**config.mk**
```make
export PLATFORM = sky130hd
export DESIGN_NAME = trion_sdp_bram
export DESIGN_NICKNAME = d
export VERILOG_FILES = /design/src/rtl/trion_sdp_bram.sv
export SDC_FILE = /design/constraint.sdc
export NUM_CORES = 2
export LEC_CHECK = 0
export ABC_CLOCK_PERIOD_IN_PS = 3300
export CORE_MARGIN = 2
export CORE_UTILIZATION = 63
export DETAILED_ROUTE_END_ITERATION = 10
export PLACE_DENSITY_LB_ADDON = 0.15
export SYNTH_ARGS = -nofsm -noshare
export SYNTH_HDL_FRONTEND = slang
export SYNTH_SLANG_ARGS = --single-unit
```
**constraint.sdc**
```tcl
create_clock -name iCLK -period 3.3 [get_ports iCLK]
set_input_delay 0.33 -clock iCLK [delete_from_list [all_inputs] [get_ports iCLK]]
set_output_delay 0.33 -clock iCLK [all_outputs]
set_load 0.03 [all_outputs]
```
**src/rtl/trion_sdp_bram.sv**
```systemverilog
// Simple dual-port block RAM: one write port and one read-first read port on a shared clock,
// with an optional second output register stage.
module trion_sdp_bram #(
    parameter int    pDataWidth = 8,
    parameter int    pAddrWidth = 9,
    parameter string pOutReg    = "no"
) (
    input  logic                  iCLK,
    input  logic                  inARST,
    input  logic [pDataWidth-1:0] iWd,
    input  logic [pAddrWidth-1:0] iWa,
    input  logic                  iWe,
    input  logic [pAddrWidth-1:0] iRa,
    input  logic                  iRe,
    output logic [pDataWidth-1:0] oRd
);

    localparam int cDepth = 1 << pAddrWidth;

    generate
        if (!(pDataWidth == 1 || pDataWidth == 2 || pDataWidth == 4 ||
              pDataWidth == 8 || pDataWidth == 16)) begin : gBadWidth
            $error("trion_sdp_bram: pDataWidth=%0d unsupported (use 1, 2, 4, 8 or 16)", pDataWidth);
        end
    endgenerate

    // Zero power-up image; the array itself carries no reset so it maps onto a block RAM.
    logic [pDataWidth-1:0] mem [cDepth] = '{default: '0};
    logic [pDataWidth-1:0] rdStage1;

    always_ff @(posedge iCLK) begin
        if (inARST && iWe) begin
            mem[iWa] <= iWd;
        end
    end

    // Read-first: a same-edge write to iRa is not seen until the next read.
    always_ff @(posedge iCLK) begin
        if (!inARST) begin
            rdStage1 <= '0;
        end else if (iRe) begin
            rdStage1 <= mem[iRa];
        end
    end

    generate
        if (pOutReg == "yes") begin : gOutReg
            logic                  reDly;
            logic [pDataWidth-1:0] rdStage2;

            // Second stage advances only on the cycle after a read was issued.
            always_ff @(posedge iCLK) begin
                if (!inARST) begin
                    reDly    <= 1'b0;
                    rdStage2 <= '0;
                end else begin
                    reDly <= iRe;
                    if (reDly) begin
                        rdStage2 <= rdStage1;
                    end
                end
            end

            assign oRd = rdStage2;
        end else begin : gOneStage
            assign oRd = rdStage1;
        end
    endgenerate

endmodule

```
## Word level (Yosys, flattened, before mapping)

Memories as Yosys holds them, arrays and structs flattened. A register that Yosys moved wholly into a read port is not among the register bits.
Cells that the tools add are included.

- Flip-flop bits (word level): 0
- RAM bits: 4096
- Bits of input ports: 30
- Output and inout bits: 8
- Logic and storage cells: 5
- Memories kept: 1

Memory list:

| memory | words | width | rd ports | clocked after memory_dff | wr ports | RTL line | source |
|---|---|---|---|---|---|---|---|
| mem | 512 | 8 | 1 | 1 | 1 | 28 | `logic [pDataWidth-1:0] mem [cDepth] = '{default: '0};` |

- Muxes and demuxes: 2
- Reduce and logical (&&, ||, !) cells: 2

Operators with widths:

| operator | count |
|---|---|
| $mux W1 | 2 |
| $logic_and A1 B1 Y1 | 1 |
| $logic_not A1 Y1 | 1 |

## Longest topological paths before layout

- Depth in word-level cells: 3
- Depth in mapped cells: 14
- Mapped depth without buffers: 7

## Worst setup path before layout

OpenSTA, ideal clock, no wires.

- Path type: in2reg
- Start: input port iRa[0]
- End: register rdStage1[2] (netlist: oRd[2]), read port of mem
- Setup time: 0.117 ns
- Arrival time: 2.510 ns
- Required time: 3.183 ns
- Slack: 0.672 ns
- Cell stages on the path: 9
- Buffers on the path: 4
- Path through: buf_6 -> buf_6 -> buf_6 -> buf_2 -> mux4_2 -> mux4_2 -> a22oi_1 -> nand3_1 -> a32o_1

RTL lines:

| element | RTL line | source |
|---|---|---|
| from (decl) | 13 | `input logic [pAddrWidth-1:0] iRa,` |
| to (decl) | 29 | `logic [pDataWidth-1:0] rdStage1;` |

## Final worst setup path

- Start: register rdStage1[7] (netlist: oRd[7]), read port of mem
- End: output port oRd[7]

RTL lines:

| element | RTL line | source |
|---|---|---|
| to (decl) | 15 | `output logic [pDataWidth-1:0] oRd` |

No word-level cell between the ends.

==> flow_summary_export.csv <==
group,metric,value,unit
placement,routabilityCongestion,0.924,
timing,rsz_0062_raised_after_global_routing,"no",
power_and_ir_drop,cellPowerDensity,583,nW/um^2
die,floorplan.die_area,258000,um^2
route,wire_per_inst,35.7,um
global_routing,grt_usage,34.9,%
yosys,yosysTopAreaCell,"edfxtp_1",
layout,share_of_final_layout_standard_cells_stronger_than_drive_strength_1,32.8,%
run_status,status,"complete, but fails checks",
worst_setup_path,setup.worst_path.end_class,"primary output",
die,core_area,252000,um^2
power_and_ir_drop,power_frac_clock,41.5,%
placement,place.detailed.instances,11700,
worst_hold_path,worst_hold_path_type,"in2reg",
yosys,yosys_warnings,0,
global_routing,first_global_vias,84800,
job,cap_viol_max_count,0,
timing,part_of_the_cycle_the_worst_path_needs,94.5,%
route,routed-via-count,85700,
worst_setup_path,crit_family,"flip-flops",
global_routing,grt_antenna_before_repair,16,
worst_setup_path,setup.worst_path.class,"reg2out",
timing,relSlewSlack,20.3,%
clock_network,cts_tree,"built",
timing,period_minus_slack,3120,ps
yosys,netlist.area_leader.share,77.0,%
power_and_ir_drop,comb_power_share,5.7,%
clock_network,clock_slew_at_the_register_clock_pins_of_the_worst_setup_and_hold_paths,60,ps
yosys,synthesized_nets,7444,
yosys,synth_sequential_area_ratio,77.1,%
die,die_w,508,um
worst_setup_path,worst_endpoint_data_arrival_time,2790,ps
timing,setup_total_negative_slack,0,ps
die,floorplan.initialDensity,63.5,%
yosys,synth_area_per_cell,21.5,um^2
clock_network,clk_path_buf_depth,4,
placement,hpwlAfterDp,285000,um
global_routing,grt_first_pass_wirelength,628000,um
timing,setup_viol_count_final,0,
timing,worst-slew-pin-transition,1200,ps
clock_network,post-cts-setup-buffer-count,0,
worst_setup_path,cp_cell_sequence,"clkdlybuf4s50_1",
timing,whs,360,ps
layout,design.final.nets,8801,
power_and_ir_drop,netSwitchingFraction,21.2,%
power_and_ir_drop,internal-power,85800,uW
run_status,violations,"antenna rules",
yosys,synth_edf_count,4096,
route,drtPass1Iterations,7,
power_and_ir_drop,irDropWorstVdd,628,uV
die,floorplan.rows,184,
worst_setup_path,worst-path-max-fanout,5,
route,drtAntennaViolNets,1,
yosys,synthesis.area,160000,um^2
clock_network,cts_sinks,4104,
power_and_ir_drop,power.leakage,0.0615,uW
timing,drv_slew,0,
die,y_dimension_of_the_die,508,um
layout,stdcell_area,187000,um^2
clock_network,htree_levels,5,
layout,post_route_non_filler_standard_cell_count,12500,
route,detail_route.iter0.violations,13700,
global_routing,largest_net_degree_at_the_start_of_global_routing,137,
yosys,synthDistinctLibCells,75,
route,wirelength,444000,um
worst_setup_path,cpPeakStageDelay,970,ps
clock_network,clk_latency,1010,ps
timing,fmax,321,MHz
clock_network,cts-root-buf,"clkbuf_16",
placement,port_buffers,37,
route,via_per_inst,6.88,
yosys,postSynthCellCount,7414,
worst_setup_path,crit_buf_inv,1,
worst_setup_path,worst_setup_path_start_kind,"flip-flop",
clock_network,cts_made_buffers,413,
die,io_pins,38,
placement,area_of_placed_instances,174000,um^2
worst_setup_path,timing.critical_path.required,2970,ps
power_and_ir_drop,total_switching_power,23100,uW
yosys,asr_flop_ratio_synth,0,%
yosys,ys_top_cells_by_area,"edfxtp_1, mux4_2, mux2i_1",
timing,finalHoldViolations,0,
global_routing,global_route.overflow_total,0,
power_and_ir_drop,sequentialPowerShare,52.8,%
yosys,most_frequently_used_flop_master_after_synthesis,"edfxtp_1",
yosys,ys_ff_latch,4104,
layout,area_growth,17.0,%
route,post-route-drc-count,0,
timing,clock_skew,37.6,ps
worst_setup_path,timing.critical_path.slowest_stage_cell,"dfxtp_1",
[cells by family after synthesis]
kind of cell | Yosys count | share of synthesized area [%]
muxes | 1349 | 16.3
and+or+nand+nor | 1003 | 2.62
AOI/OAI and AO/OA | 501 | 2.23
DFF | 4104 | 77.1
buffers and inverters | 457 | 1.73
[layer usage]
layer  vias up  GRT usage, %  routed length, um
met4        20          15.0              22500
met1     44700          49.6             159000
met3      1086          9.17              58100
met5         -             0                127
met2      6200          52.3             205000
li1      33800             -                  -
[area by class of cell]
cell class | count | area [um^2]
well taps | 3348 | 4190
clock buffers | 512 | 10800
multi-input cells | 2853 | 34000
clock inverters | 219 | 2050
repair buffers | 1393 | 12600
fillers | 13700 | 64800
inverters | 6 | 42.5
flip-flops and latches | 4104 | 123000
diodes | 19 | 47.5
[worst reg2reg max path: stages, from the launching register on]
cell and delay, ps:
edfxtp_1 350, mux4_1 510, mux2_2 360, o22ai_1 210, a2111oi_0 100, buf_4 160
a211o_1 250, a21oi_1 760, o32ai_1 190
[placed cells by master (no fill, tap or decap), drive strengths merged, types with 20 or more instances in the layout]
cell,instances
clkbuf,513
a22oi,70
a221oi,20
nor2,605
o21ai,61
nor3,23
buf,1362
nand2,202
clkinv,164
mux2,25
a31oi,28
bufinv,38
o22ai,62
a21oi,67
o221ai,62
edfxtp,4096
mux4,998
nor2b,25
and2,21
clkdlybuf4s50,22
a211oi,30
mux2i,326
nand3,51
[cells in the mapped netlist, types with 6 or more instances]
cell type / instances
nor2_1: 605
o32ai_1: 8
a31oi_1: 28
mux2_2: 25
nor3_1: 23
buf_2: 116
buf_4: 39
and2_1: 20
o22ai_1: 62
a211oi_1: 30
mux2i_1: 326
buf_6: 72
buf_8: 11
buf_1: 35
nor4_1: 17
nand2_1: 202
nand2b_1: 10
mux4_2: 992
a22oi_1: 70
nand4_1: 10
o211ai_1: 11
buf_12: 6
a2111oi_0: 17
a221oi_1: 19
a21oi_1: 67
a311oi_1: 8
o2111ai_1: 6
o21ai_0: 59
nand3_1: 51
clkbuf_1: 172
nor2b_1: 25
o221ai_1: 62
dfxtp_1: 8
and3_1: 15
mux4_1: 6
edfxtp_1: 4096
or3_1: 6
[final timing paths]
check / cells past startpoint / from / endpoint / slack (ps)
min: 5 / iRa[2] / oRd[0] / 360
min reg2reg: 2 / oRd[4] / oRd[4] / 730
max reg2reg: 8 / mem[417][7] / oRd[7] / 260
max: 1 / oRd[7] / oRd[7] / 180
[repair_timing]
action                                 4_1_cts  5_1_grt
hold buffers                                 8        0
endpoints found under the hold margin      476        0
gates resized for setup                      0        1
setup endpoints to repair                    0        1
[state kept, by name (all words and copies together), names as in the netlist]
name / cells
mem: 4096
oRd: 8
[through the flow]
step           utilization [%]  total power, uW  setup WS (ps)
2_1_floorplan                -            61300            672
3_3_place_gp              69.1            64500           -754
3_5_place_dp              69.1            64600           -640
4_1_cts                   74.2           109000            246
5_1_grt                   74.2           111000            175
6_report                  74.3           109000            181
[power groups by stage]
stage / registers, uW / clock network, uW / logic [uW]
after floorplan: 58500 / 0 / 2790
after global placement: 58500 / 0 / 5990
after detailed placement: 58500 / 0 / 6090
after CTS: 57400 / 45500 / 6140
after global routing: 57400 / 47400 / 6400
final: 57400 / 45200 / 6250
Note: power is estimated with default switching activity, not from simulation.
